--- config.mk ---
export PLATFORM = sky130hd
export DESIGN_NAME = fetch_steer_ctrl
export DESIGN_NICKNAME = d
export VERILOG_FILES = /design/src/rtl/fetch_steer_ctrl.sv
export SDC_FILE = /design/constraint.sdc
export NUM_CORES = 1
export LEC_CHECK = 0
export ABC_AREA = 1
export BUFFER_PORTS_ARGS = -buffer_cell sky130_fd_sc_hd__buf_2
export CAP_MARGIN = 40
export CELL_PAD_IN_SITES_DETAIL_PLACEMENT = 1
export CELL_PAD_IN_SITES_GLOBAL_PLACEMENT = 1
export CORE_UTILIZATION = 37
export DETAILED_ROUTE_END_ITERATION = 10
export PLACE_DENSITY = 0.86
export SLEW_MARGIN = 20
export SYNTH_ARGS = -nofsm -noshare
export SYNTH_HDL_FRONTEND = slang
export SYNTH_SLANG_ARGS = --single-unit
export TNS_END_PERCENT = 100
--- constraint.sdc ---
create_clock -name clk -period 2.5 [get_ports clk]
set_clock_uncertainty 0.2 [all_clocks]
set_input_delay 0.5 -clock clk [delete_from_list [all_inputs] [get_ports clk]]
set_output_delay 0.5 -clock clk [all_outputs]
set_load 0.01 [all_outputs]
--- src/rtl/fetch_steer_ctrl.sv ---
// fetch_steer_ctrl: next-PC steering and fetch freeze/flush control.
// Priority: commit redirect > decode JAL > backend stall > BTB hit > PC+4.
module fetch_steer_ctrl #(
  parameter int              WIDTH        = 31,
  parameter logic [WIDTH:0]  RESET_VECTOR = '0,
  parameter int              FLUSH_CYCLES = 2
) (
  input  logic             clk,
  input  logic             globalResetN,
  input  logic             mispredict,
  input  logic             misdirect,
  input  logic             commitReset,
  input  logic [WIDTH:0]   commitTarget,
  input  logic             decodeJAL,
  input  logic [WIDTH:0]   jalTarget,
  input  logic             predictorHit,
  input  logic [WIDTH:0]   predictedPC,
  input  logic             backendStall,
  output logic [WIDTH:0]   nextPC,
  output logic             freeze,
  output logic             flushDecode,
  output logic             redirect,
  output logic [15:0]      redirectCount
);

  typedef enum logic [1:0] {
    BOOT,
    RUN,
    STALL,
    RECOVER
  } state_t;

  localparam logic [2:0] FC = 3'(FLUSH_CYCLES);

  state_t         state;
  logic [2:0]     rcnt;
  logic           boot_done;
  logic           commit;
  logic [WIDTH:0] pc_inc;

  assign commit = mispredict | misdirect | commitReset;
  assign pc_inc = nextPC + {{(WIDTH-2){1'b0}}, 3'd4};

  always_ff @(posedge clk or negedge globalResetN) begin
    if (!globalResetN) begin
      state         <= BOOT;
      nextPC        <= RESET_VECTOR;
      freeze        <= 1'b1;
      flushDecode   <= 1'b0;
      redirect      <= 1'b0;
      rcnt          <= '0;
      boot_done     <= 1'b0;
      redirectCount <= '0;
    end else begin
      flushDecode <= 1'b0;
      if (state == BOOT) begin
        boot_done <= 1'b1;
        if (boot_done) begin
          state  <= RUN;
          freeze <= 1'b0;
        end
      end else if (commit) begin
        nextPC      <= commitTarget;
        state       <= RECOVER;
        rcnt        <= FC;
        flushDecode <= 1'b1;
        freeze      <= 1'b1;
        redirect    <= 1'b0;
        if (redirectCount != 16'hFFFF)
          redirectCount <= redirectCount + 16'd1;
      end else begin
        case (state)
          RECOVER: begin
            if (rcnt <= 3'd1) begin
              state  <= backendStall ? STALL : RUN;
              freeze <= backendStall;
              rcnt   <= '0;
            end else begin
              rcnt <= rcnt - 3'd1;
            end
          end
          STALL: begin
            if (decodeJAL) begin
              nextPC      <= jalTarget;
              flushDecode <= 1'b1;
              redirect    <= 1'b0;
              state       <= RUN;
              freeze      <= 1'b0;
            end else if (!backendStall) begin
              state  <= RUN;
              freeze <= 1'b0;
            end
          end
          default: begin
            if (decodeJAL) begin
              nextPC      <= jalTarget;
              flushDecode <= 1'b1;
              redirect    <= 1'b0;
              state       <= backendStall ? STALL : RUN;
              freeze      <= backendStall;
            end else if (backendStall) begin
              state  <= STALL;
              freeze <= 1'b1;
            end else if (predictorHit) begin
              nextPC   <= predictedPC;
              redirect <= 1'b1;
            end else begin
              nextPC   <= pc_inc;
              redirect <= 1'b0;
            end
          end
        endcase
      end
    end
  end

endmodule

### Yosys cells after proc, flatten, opt, wreduce, memory -nomap -nowiden

Index checks and enable logic that the tools add are counted.

| storage, ports and cells | value |
|---|---|
| flip-flop bits (word level) | 57 |
| input bits | 104 |
| output and inout port bits | 51 |
| word-level logic and storage cells | 69 |

| cells by class | value |
|---|---|
| $add $sub $neg | 3 |
| magnitude comparators | 1 |
| equal/unequal tests | 9 |
| mux-type cells | 38 |
| bitwise operators | 3 |
| reduce and logical (&&, ||, !) cells | 7 |

Operators with widths:

| cell | number |
|---|---|
| 32-bit 2-to-1 mux | 5 |
| 32-bit one-hot mux with 2 select lines | 1 |
| 32-bit by 3-bit adder with 32-bit output, second input constant | 1 |
| 2-bit 2-to-1 mux | 9 |
| 1-bit 2-to-1 mux | 17 |
| 16-bit by 1-bit adder with 16-bit output, second input constant | 1 |
| 16-bit inequality test, second input constant | 1 |
| 3-bit 2-to-1 mux | 3 |
| 4-bit AND reduction | 2 |
| 6-bit nonzero test | 1 |
| 5-bit inequality test, second input constant | 1 |
| 2-bit equality test, second input constant | 2 |
| 2-bit inequality test, second input constant | 2 |
| 4-bit inequality test, second input constant | 1 |
| 1-bit one-hot mux with 2 select lines | 2 |
| 2-bit one-hot mux with 2 select lines | 1 |
| 3-bit by 1-bit <= comparator with 1-bit output, second input constant | 1 |
| 3-bit by 2-bit inequality test with 1-bit output, second input constant | 1 |
| 3-bit inequality test, second input constant | 1 |
| 3-bit AND reduction | 1 |
| 3-bit by 1-bit subtractor with 3-bit output, second input constant | 1 |
| 2-bit logical NOT | 1 |
| 1-bit bitwise OR | 2 |
| 2-bit AND reduction | 1 |
| 2 further kinds | 2 |

### Longest topological paths before layout

Gate-level depths: netlist (run 1).

| depth | value |
|---|---|
| word-level depth | 6 |
| depth in mapped cells | 11 |
| gate-level depth less buffers | 10 |

### Least setup slack after synthesis (run 1)

No wires, ideal clock.

| path | value |
|---|---|
| path kind | input-to-reg |
| start | input mispredict |
| end | register nextPC[31] |
| setup time | 0.120 ns |
| arrival time | 1.436 ns |
| required time | 2.180 ns |
| setup slack | 0.744 ns |
| stages | 10 |
| buffers on the path | 1 |
| cells stage by stage | inv_1 > nand2_4 > inv_2 > nand2_1 > nand2_1 > nor2_4 > inv_4 > buf_6 > nor2_1 > a21oi_2 |

| between the ends | value |
|---|---|
| word-level cells in the longest chain between the ends | 4 |
| elaborated cells between the ends (all ways) | 7 |
| those cells by class | eq/ne: 3; mux: 1; bitwise: 2; reduce/logical: 1 |

Ends and longest elaborated chain:

| item | RTL line | RTL |
|---|---|---|
| from (decl) | 10 | `input logic mispredict,` |
| 1-bit bitwise OR * (2 in a row) | 41 | `assign commit = mispredict \| misdirect \| commitReset;` |
| 3-bit inequality test (no line) (tied with other cells) | -- |  |
| 4-bit AND reduction (no line) | -- |  |
| to (signal assigned) | 63 | `nextPC <= commitTarget;` |
| to (signal assigned) | 84 | `nextPC <= jalTarget;` |
| to (signal assigned) | 96 | `nextPC <= jalTarget;` |
| to (decl) | 19 | `output logic [WIDTH:0] nextPC,` |

Mark *: on every way between the ends. The rest lies on a longest branch, timed or not.
A chain may end at the register's enable or synchronous reset.

### Final worst setup path (run 1)

| path | value |
|---|---|
| start | input misdirect |
| end | register nextPC[15] |

| between the ends | value |
|---|---|
| word-level cells in the longest chain between the ends | 4 |
| elaborated cells between the ends (all ways) | 7 |
| those cells by class | eq/ne: 3; mux: 1; bitwise: 2; reduce/logical: 1 |

Ends and longest elaborated chain:

| item | RTL line | RTL |
|---|---|---|
| from (decl) | 11 | `input logic misdirect,` |
| 1-bit bitwise OR * (2 in a row) | 41 |  |
| 3-bit inequality test (no line) (tied with other cells) | -- |  |
| 4-bit AND reduction (no line) | -- |  |

Marked as above.

==> results.txt, run 1 <==
Synth area leader: dfrtp_1
Via density: 5.36
Worst VDD drop: 0.570 mV
Clk_lat worst skew: 0.33 ns
Power Density: 604 mW/mm^2
GRT overflow: 0
Setup TNS Final: 0 ns
Final Power: 3.28 mW
Critical path cell sequence: buf_2, nor2_2, nand2_4, inv_2, nand2_1, nand2_1, nor2_4, inv_4, nor2_1, a21oi_1
Tightest Pin Transition: 0.521 ns
Setup CP Type: primary input to register
Top sig layer: met4
Max frequency: 491 MHz
Initial antenna violation count: 0
CTS Hold Bufs: 1
Number of fill cells in the layout: 1,506
Sequential share of the synthesized area: 33.4%
DRT Pass-1 Iters: 4
Global-route wire length before repair: 25,200 um
Post-synth net total: 739
Worst hold path class: register to register
Syn. warnings: 0
Synth top area cells: dfrtp_1, nand2_1, nor2_1, a21oi_1, nand3_1
Reg2reg setup slack: 0.49 ns
Fin. max-slew vios: 0
Mapped Avg Cell Area: 6.77 sq um
Post-CTS Setup Bufs: 0
Synth top area share: 32.8%
RR Endpoint: nextPC[16]
Final worst slack: 0.465 ns
Number of remaining DRC errors: 0
ANT cells: 0
Wl on met1: 6300 um
Commonest non-fill, non-tap cell in the layout: buf_2
Max Cap Viol: 0
Slowest cell on crit path: inv_4
Crit path buf inv count: 3
Via count: 4,984
Chip Height: 109 um
Routability cong.: 0.876
Total GRT Usage: 27.2%
Vias in the first global route: 5,224
CP Depth: 10
Syn Inst Count: 631
Ports: 155
Routed wire per std cell: 16.7 um
Crit-path max FO: 32
Number of DRC markers in iteration 0: 214
EDFF count, synth: 0
Initial Util: 38.7%
Placed cell area: 0.00515 sq mm
Pre-CTS setup slack: 0.129 ns
Post-synth cell types: 41
Relative slew slack: 65.3%
Worst path top cell family by delay: simple AND/OR/NAND/NOR gates
Setup crit end: nextPC[15]
Mapped Area: 0.00427 sq mm
Met3 WL: 849 um
CTS clk-pin slew, worst paths: 0.05 ns
Asr flop ratio synth: 100%
Worst Setup SP: misdirect
FF-to-FF Start: state[0]
RSZ-0062 raised after global routing: false
Largest net degree at the start of global routing: 33
H-tree depth: 3
Final min period: 2.03 ns
Clk root buf: clkbuf_16
Setup-failing EPs final: 0
Share of cells above drive strength 1: 29.0%
CTS Buffer Depth: 2
Die W: 109 um
Cts bufs inserted: 9
CP dominant cell by count: nand2_1
FP Rows: 38
Run status: complete, no violations
Antenna viol nets, final: 0
Crit-path max cell delay: 0.30 ns
Most common flop cell mapped by yosys: dfrtp_1
Core ar.: 0.0110 sq mm
Fin. Hold Viols: 0
Worst Setup End Kind: register
Die area: 0.0120 sq mm
Post-DP HPWL: 11,800 um
Count of input and output buffers: 154
Worst Path Arrival: 2.08 ns
Reg2Reg Depth: 8
Clk sinks: 57
Seq cells post-synth: 57
Met2 wire len: 8190 um
Synth-to-layout area growth: 27.0%
Tcrit/Tclk final: 81.4%
Static leakage: 2.74 nW
CTS tree: done
Commonest cells after routing, fill and taps aside: buf_2, nand2_1, nor2_1
Routed wire length: 15,500 um
Critical path required time: 2.55 ns
Worst Setup Start Kind: primary input
Post-cts resize count: 0
Post-route cell area: 0.00543 sq mm
Fin Hold WS: 0.272 ns
Layout Nets: 894
-- registers in the layout (all words and copies together) (netlist names) --
| name | cells |
|---|---|
| state | 2 |
| redirectCount | 16 |
| redirect | 1 |
| freeze | 1 |
| boot_done | 1 |
| nextPC | 32 |
| rcnt | 3 |
| flushDecode | 1 |
-- worst min-delay path by stage --
stage / from / end / slack, ns / depth (start not counted)
after detailed placement: boot_done / boot_done / 0.26 / 1
final: boot_done / boot_done / 0.27 / 1
after global placement: boot_done / boot_done / 0.25 / 1
after floorplan: globalResetN / boot_done / 0.004 / 0
after CTS: boot_done / boot_done / 0.27 / 1
after global routing: freeze / freeze / 0.28 / 2
-- per-stage QoR --
step | utilization, % | std cells
finish | 49.2 | 930
global route | 49.2 | 930
CTS | 49.2 | 930
detailed placement | 46.7 | 914
global placement | 46.7 | 914
floorplan | - | 631
-- synth_stat cells, types with 2 or more instances --
| master | instances |
|---|---|
| nand2_1 | 144 |
| nor2_1 | 101 |
| a21oi_1 | 70 |
| dfrtp_1 | 56 |
| inv_1 | 55 |
| nand3_1 | 48 |
| nand4_1 | 18 |
| o21ai_0 | 18 |
| xor2_1 | 11 |
| nor2_2 | 9 |
| o21ai_1 | 9 |
| buf_4 | 7 |
| buf_6 | 7 |
| inv_2 | 7 |
| a21oi_2 | 5 |
| buf_2 | 5 |
| nor2_4 | 5 |
| nor3_2 | 5 |
| ha_1 | 4 |
| nand2_2 | 4 |
| nand2_4 | 4 |
| nor3_1 | 4 |
| o21a_1 | 4 |
| o21bai_1 | 4 |
| or2_2 | 4 |
| xnor2_1 | 3 |
| a22oi_1 | 2 |
| buf_1 | 2 |
| inv_4 | 2 |
| o22ai_1 | 2 |
| o31ai_1 | 2 |
-- metal layers --
| metal | global-route usage [%] | vias up |
|---|---|---|
| li1 | - | 2371 |
| met3 | 4.98 | 15 |
| met1 | 32.0 | 2466 |
| met5 | 0 | - |
| met2 | 50.8 | 132 |
| met4 | 6.57 | 0 |
-- final cells by class --
class	instances	area (sq um)	share of cell area (%)
inverter	64	245	4.52
sequential	57	1430	26.3
tap	140	175	3.23
multi-input combinational	488	2430	44.8
clock buffer	10	239	4.40
clock inverter	5	32.5	0.599
timing repair buffer	166	876	16.1
-- kinds of logic (layout without fill, tap and decap cells) --
family | count (synthesis) | in the layout | synth area share (%)
buffers and inverters | 86 | 245 | 9.66
XOR/XNOR | 14 | 14 | 2.87
AO/OA/AOI/OAI | 121 | 121 | 15.7
adder cells (fa/ha/maj) | 4 | 4 | 1.17
flip-flops | 57 | 57 | 33.4
AND/OR/NAND/NOR | 349 | 349 | 37.1
-- worst reg2reg max path, stage by stage, from the launching register on --
cell	delay (ns)
dfrtp_1	0.42
inv_2	0.09
nand2_4	0.06
nand2_4	0.20
buf_4	0.35
a21oi_1	0.12
a21oi_1	0.22
nor2_1	0.08
a22oi_1	0.18
-- power breakdown --
group | total (mW) | switching [mW] | internal [mW]
Clock | 1.13 | 0.443 | 0.687
Sequential | 1.26 | 0.201 | 1.06
Combinational | 0.883 | 0.530 | 0.353
No activity file was read; power rests on OpenSTA's default activity.
==> run 2, diff against run 1 <==
--- a/config.mk
+++ b/config.mk
@@ -5,14 +5,14 @@
 export SDC_FILE = /design/constraint.sdc
 export NUM_CORES = 1
 export LEC_CHECK = 0
-export ABC_AREA = 1
+export ABC_AREA = 0
 export BUFFER_PORTS_ARGS = -buffer_cell sky130_fd_sc_hd__buf_2
 export CAP_MARGIN = 40
 export CELL_PAD_IN_SITES_DETAIL_PLACEMENT = 1
 export CELL_PAD_IN_SITES_GLOBAL_PLACEMENT = 1
-export CORE_UTILIZATION = 37
+export CORE_UTILIZATION = 31
 export DETAILED_ROUTE_END_ITERATION = 10
-export PLACE_DENSITY = 0.86
+export PLACE_DENSITY = 0.76
 export SLEW_MARGIN = 20
 export SYNTH_ARGS = -nofsm -noshare
 export SYNTH_HDL_FRONTEND = slang
==> constraint.sdc (replaced) <==
create_clock -name clk -period 1.8 [get_ports clk]
set_clock_uncertainty 0.2 [all_clocks]
set_input_delay 0.36 -clock clk [delete_from_list [all_inputs] [get_ports clk]]
set_output_delay 0.36 -clock clk [all_outputs]
set_load 0.01 [all_outputs]
==> results.txt, run 2 <==
Final worst slack: -0.421 ns (was 0.465 ns)
Relative slew slack: 71.3% (was 65.3%)
Synth-to-layout area growth: 77.0% (was 27.0%)
Fin. max-slew vios: 0 (unchanged)
Clk sinks: 57 (unchanged)
Worst path top cell family by delay: simple AND/OR/NAND/NOR gates (unchanged)
Failing checks: negative setup slack
Gr busiest metal: met2 (unchanged)
Share of cells above drive strength 1: 53.8% (was 29.0%)
Post-DP HPWL: 13,100 um (was 11,800 um)
Worst hold path class: primary input to register (was register to register)
Slowest cell on crit path: or3_4 (was inv_4)
EDFF count, synth: 0 (unchanged)
Sequential share of the synthesized area: 36.8% (was 33.4%)
Run status: complete, but fails checks (was complete, no violations)
Most numerous cell in the Yosys netlist: nand2_1 (unchanged)
Largest net degree at the start of global routing: 58 (was 33)
Static leakage: 3.15 nW (was 2.74 nW)
Vias in the first global route: 5,650 (was 5,224)
Crit-path max FO: 3 (was 32)
Number of remaining DRC errors: 0 (unchanged)
Fin Hold WS: 0.109 ns (was 0.272 ns)
Antenna viol nets, final: 0 (unchanged)
Total GRT Usage: 30.2% (was 27.2%)
Post-synth net total: 600 (was 739)
Max FFs per register: 32 (unchanged)
Tightest Pin Transition: 0.427 ns (was 0.521 ns)
Routed wire per std cell: 24.0 um (was 16.7 um)
Number of DRC markers in iteration 0: 360 (was 214)
CTS tree: done (unchanged)
Biggest register: nextPC (unchanged)
Commonest non-fill, non-tap cell in the layout: buf_2 (unchanged)
Die area: 0.0130 sq mm (was 0.0120 sq mm)
Most common flop cell mapped by yosys: dfrtp_1 (unchanged)
Asr flop ratio synth: 100% (unchanged)
CTS clk-pin slew, worst paths: 0.06 ns (was 0.05 ns)
Ports: 155 (unchanged)
Die W: 114 um (was 109 um)
Worst Path Arrival: 2.25 ns (was 2.08 ns)
Syn Inst Count: 492 (was 631)
Top post-synthesis cells by count: nand2_1, nand3_1, dfrtp_1 (was nand2_1, nor2_1, a21oi_1)
Number of fill cells in the layout: 1,475 (was 1,506)
Worst VDD drop: 0.464 mV (was 0.570 mV)
Final Core Density: 56.6% (was 49.2%)
Chip Height: 114 um (was 109 um)
GRT overflow: 0 (unchanged)
DRT Pass-1 Iters: 4 (unchanged)
Crit path buf inv count: 0 (was 3)
Max Cap Viol: 0 (unchanged)
Mapped Area: 0.00387 sq mm (was 0.00427 sq mm)
Via count: 5,640 (was 4,984)
GR Util met1: 35.4% (was 32.0%)
Critical path cell sequence: nand3_1, or3_4, nor4_4, o21ai_1, a221o_1 (was buf_2, nor2_2, nand2_4, inv_2, nand2_1, nand2_1, nor2_4, inv_4, nor2_1, a21oi_1)
Global-route met3 utilization: 5.53% (was 4.98%)
Crit-path max cell delay: 0.45 ns (was 0.30 ns)
Routed wire length: 22,500 um (was 15,500 um)
Seq cells post-synth: 57 (unchanged)
Post-synth cell types: 55 (was 41)
Commonest cells after routing, fill and taps aside: buf_2, buf_4, nand2_1 (was buf_2, nand2_1, nor2_1)
H-tree depth: 3 (unchanged)
Pre-CTS setup slack: -0.472 ns (was 0.129 ns)
Clk root buf: clkbuf_16 (unchanged)
Final min period: 2.22 ns
Worst Setup Start Kind: register (was primary input)
Synth area leader: dfrtp_1 (unchanged)
Count of input and output buffers: 154 (unchanged)
Worst Setup End Kind: register (unchanged)
CTS Buffer Depth: 2 (unchanged)
FP Rows: 40 (was 38)
RSZ-0062 raised after global routing: true (was false)
Global-route wire length before repair: 30,000 um (was 25,200 um)
Tcrit/Tclk final: 123%
Grt met2 use: 54.8% (was 50.8%)
Syn. warnings: 0 (unchanged)
Routability cong.: 0.856 (was 0.876)
Synth top area share: 36.2% (was 32.8%)
Clk_lat worst skew: 0.34 ns (was 0.33 ns)
Max frequency: 450 MHz
Mapped Avg Cell Area: 7.88 sq um (was 6.77 sq um)
Initial antenna violation count: 3 (was 0)
Synth top area cells: dfrtp_1, nand3_1, nand2_1, a21oi_1, nor2_1 (was dfrtp_1, nand2_1, nor2_1, a21oi_1, nand3_1)
Layout Nets: 869 (was 894)
Via density: 6.01 (was 5.36)
Top Registers: nextPC: 32 flops, redirectCount: 16 flops, rcnt: 3 flops (unchanged)
Setup CP Type: register to register (was primary input to register)
Initial Util: 32.0% (was 38.7%)
Fin. Hold Viols: 0 (unchanged)
Setup-failing EPs final: 35 (was 0)
Power Density: 773 mW/mm^2 (was 604 mW/mm^2)
Critical path required time: 1.82 ns (was 2.55 ns)
Cts bufs inserted: 9 (unchanged)
Core ar.: 0.0121 sq mm (was 0.0110 sq mm)
## run 2: timing repair
action	CTS	global route
cloned	3	0
resized for setup	93	44
buffers inserted	14	17
endpoints found under the hold margin	56	0
hold buffers	1	0
endpoints found under the setup margin	45	44
pin swaps	34	28
## run 2: final cells by class
class                      count  area (sq um)  area share, %
timing repair buffer         294          2040           29.8
clock inverter                 7           119           1.73
tap                          168           210           3.06
clock buffer                   9           225           3.28
inverter                       6          22.5          0.328
sequential                    57          1440           20.9
antenna                        5          12.5          0.182
multi-input combinational    393          2790           40.7
## run 2: logic make-up after synthesis
logic type      count (synthesis)  share of synthesized area (%)
mux                             5                           1.39
buf+inv                        42                           4.49
flops                          57                           36.8
compound gates                140                           23.0
xor+xnor                       15                           3.39
simple gates                  229                           29.6
fa+ha+maj                       4                           1.29
## run 2: final timing paths
check	from	endpoint	slack (ns)	cells after the start
max	nextPC[3]	nextPC[29]	-0.42	5
max reg2reg	nextPC[3]	nextPC[29]	-0.42	5
max in group asynchronous	globalResetN	freeze	0.70	3
min reg2reg	freeze	freeze	0.28	2
min	commitTarget[26]	nextPC[26]	0.11	3
min in group asynchronous	globalResetN	nextPC[7]	0.33	3
## run 2: per-stage QoR
step | power [mW] | instances | setup TNS, ns | area (sq um)
2_1_floorplan | 2.18 | 492 | -5.54 | 3980
3_3_place_gp | 2.87 | 886 | -10.91 | 5630
3_5_place_dp | 2.94 | 886 | -12.85 | 5630
4_1_cts | 5.11 | 919 | -5.88 | 6560
5_1_grt | 5.45 | 937 | -11.09 | 6850
6_report | 5.30 | 939 | -9.33 | 6860
## run 2: metal layers
layer | wire, um | part of all wire [%]
met5 | 0 | 0
met4 | 1350 | 6.0
met3 | 1880 | 8.4
met2 | 11200 | 50
met1 | 8090 | 36
## run 2: tightest hold or removal path, delay by kind of cell
| family | cells | cell delay, ns |
|---|---|---|
| AOI/OAI and AO/OA | 2 | 0.14 |
| buffers and inverters | 1 | 0.11 |
## run 2: report_power, final
part	switching [mW]	internal, mW	total [mW]
combinational	0.877	0.747	1.62
sequential	0.156	1.45	1.61
clock	0.721	1.35	2.07
total	1.75	3.55	5.30
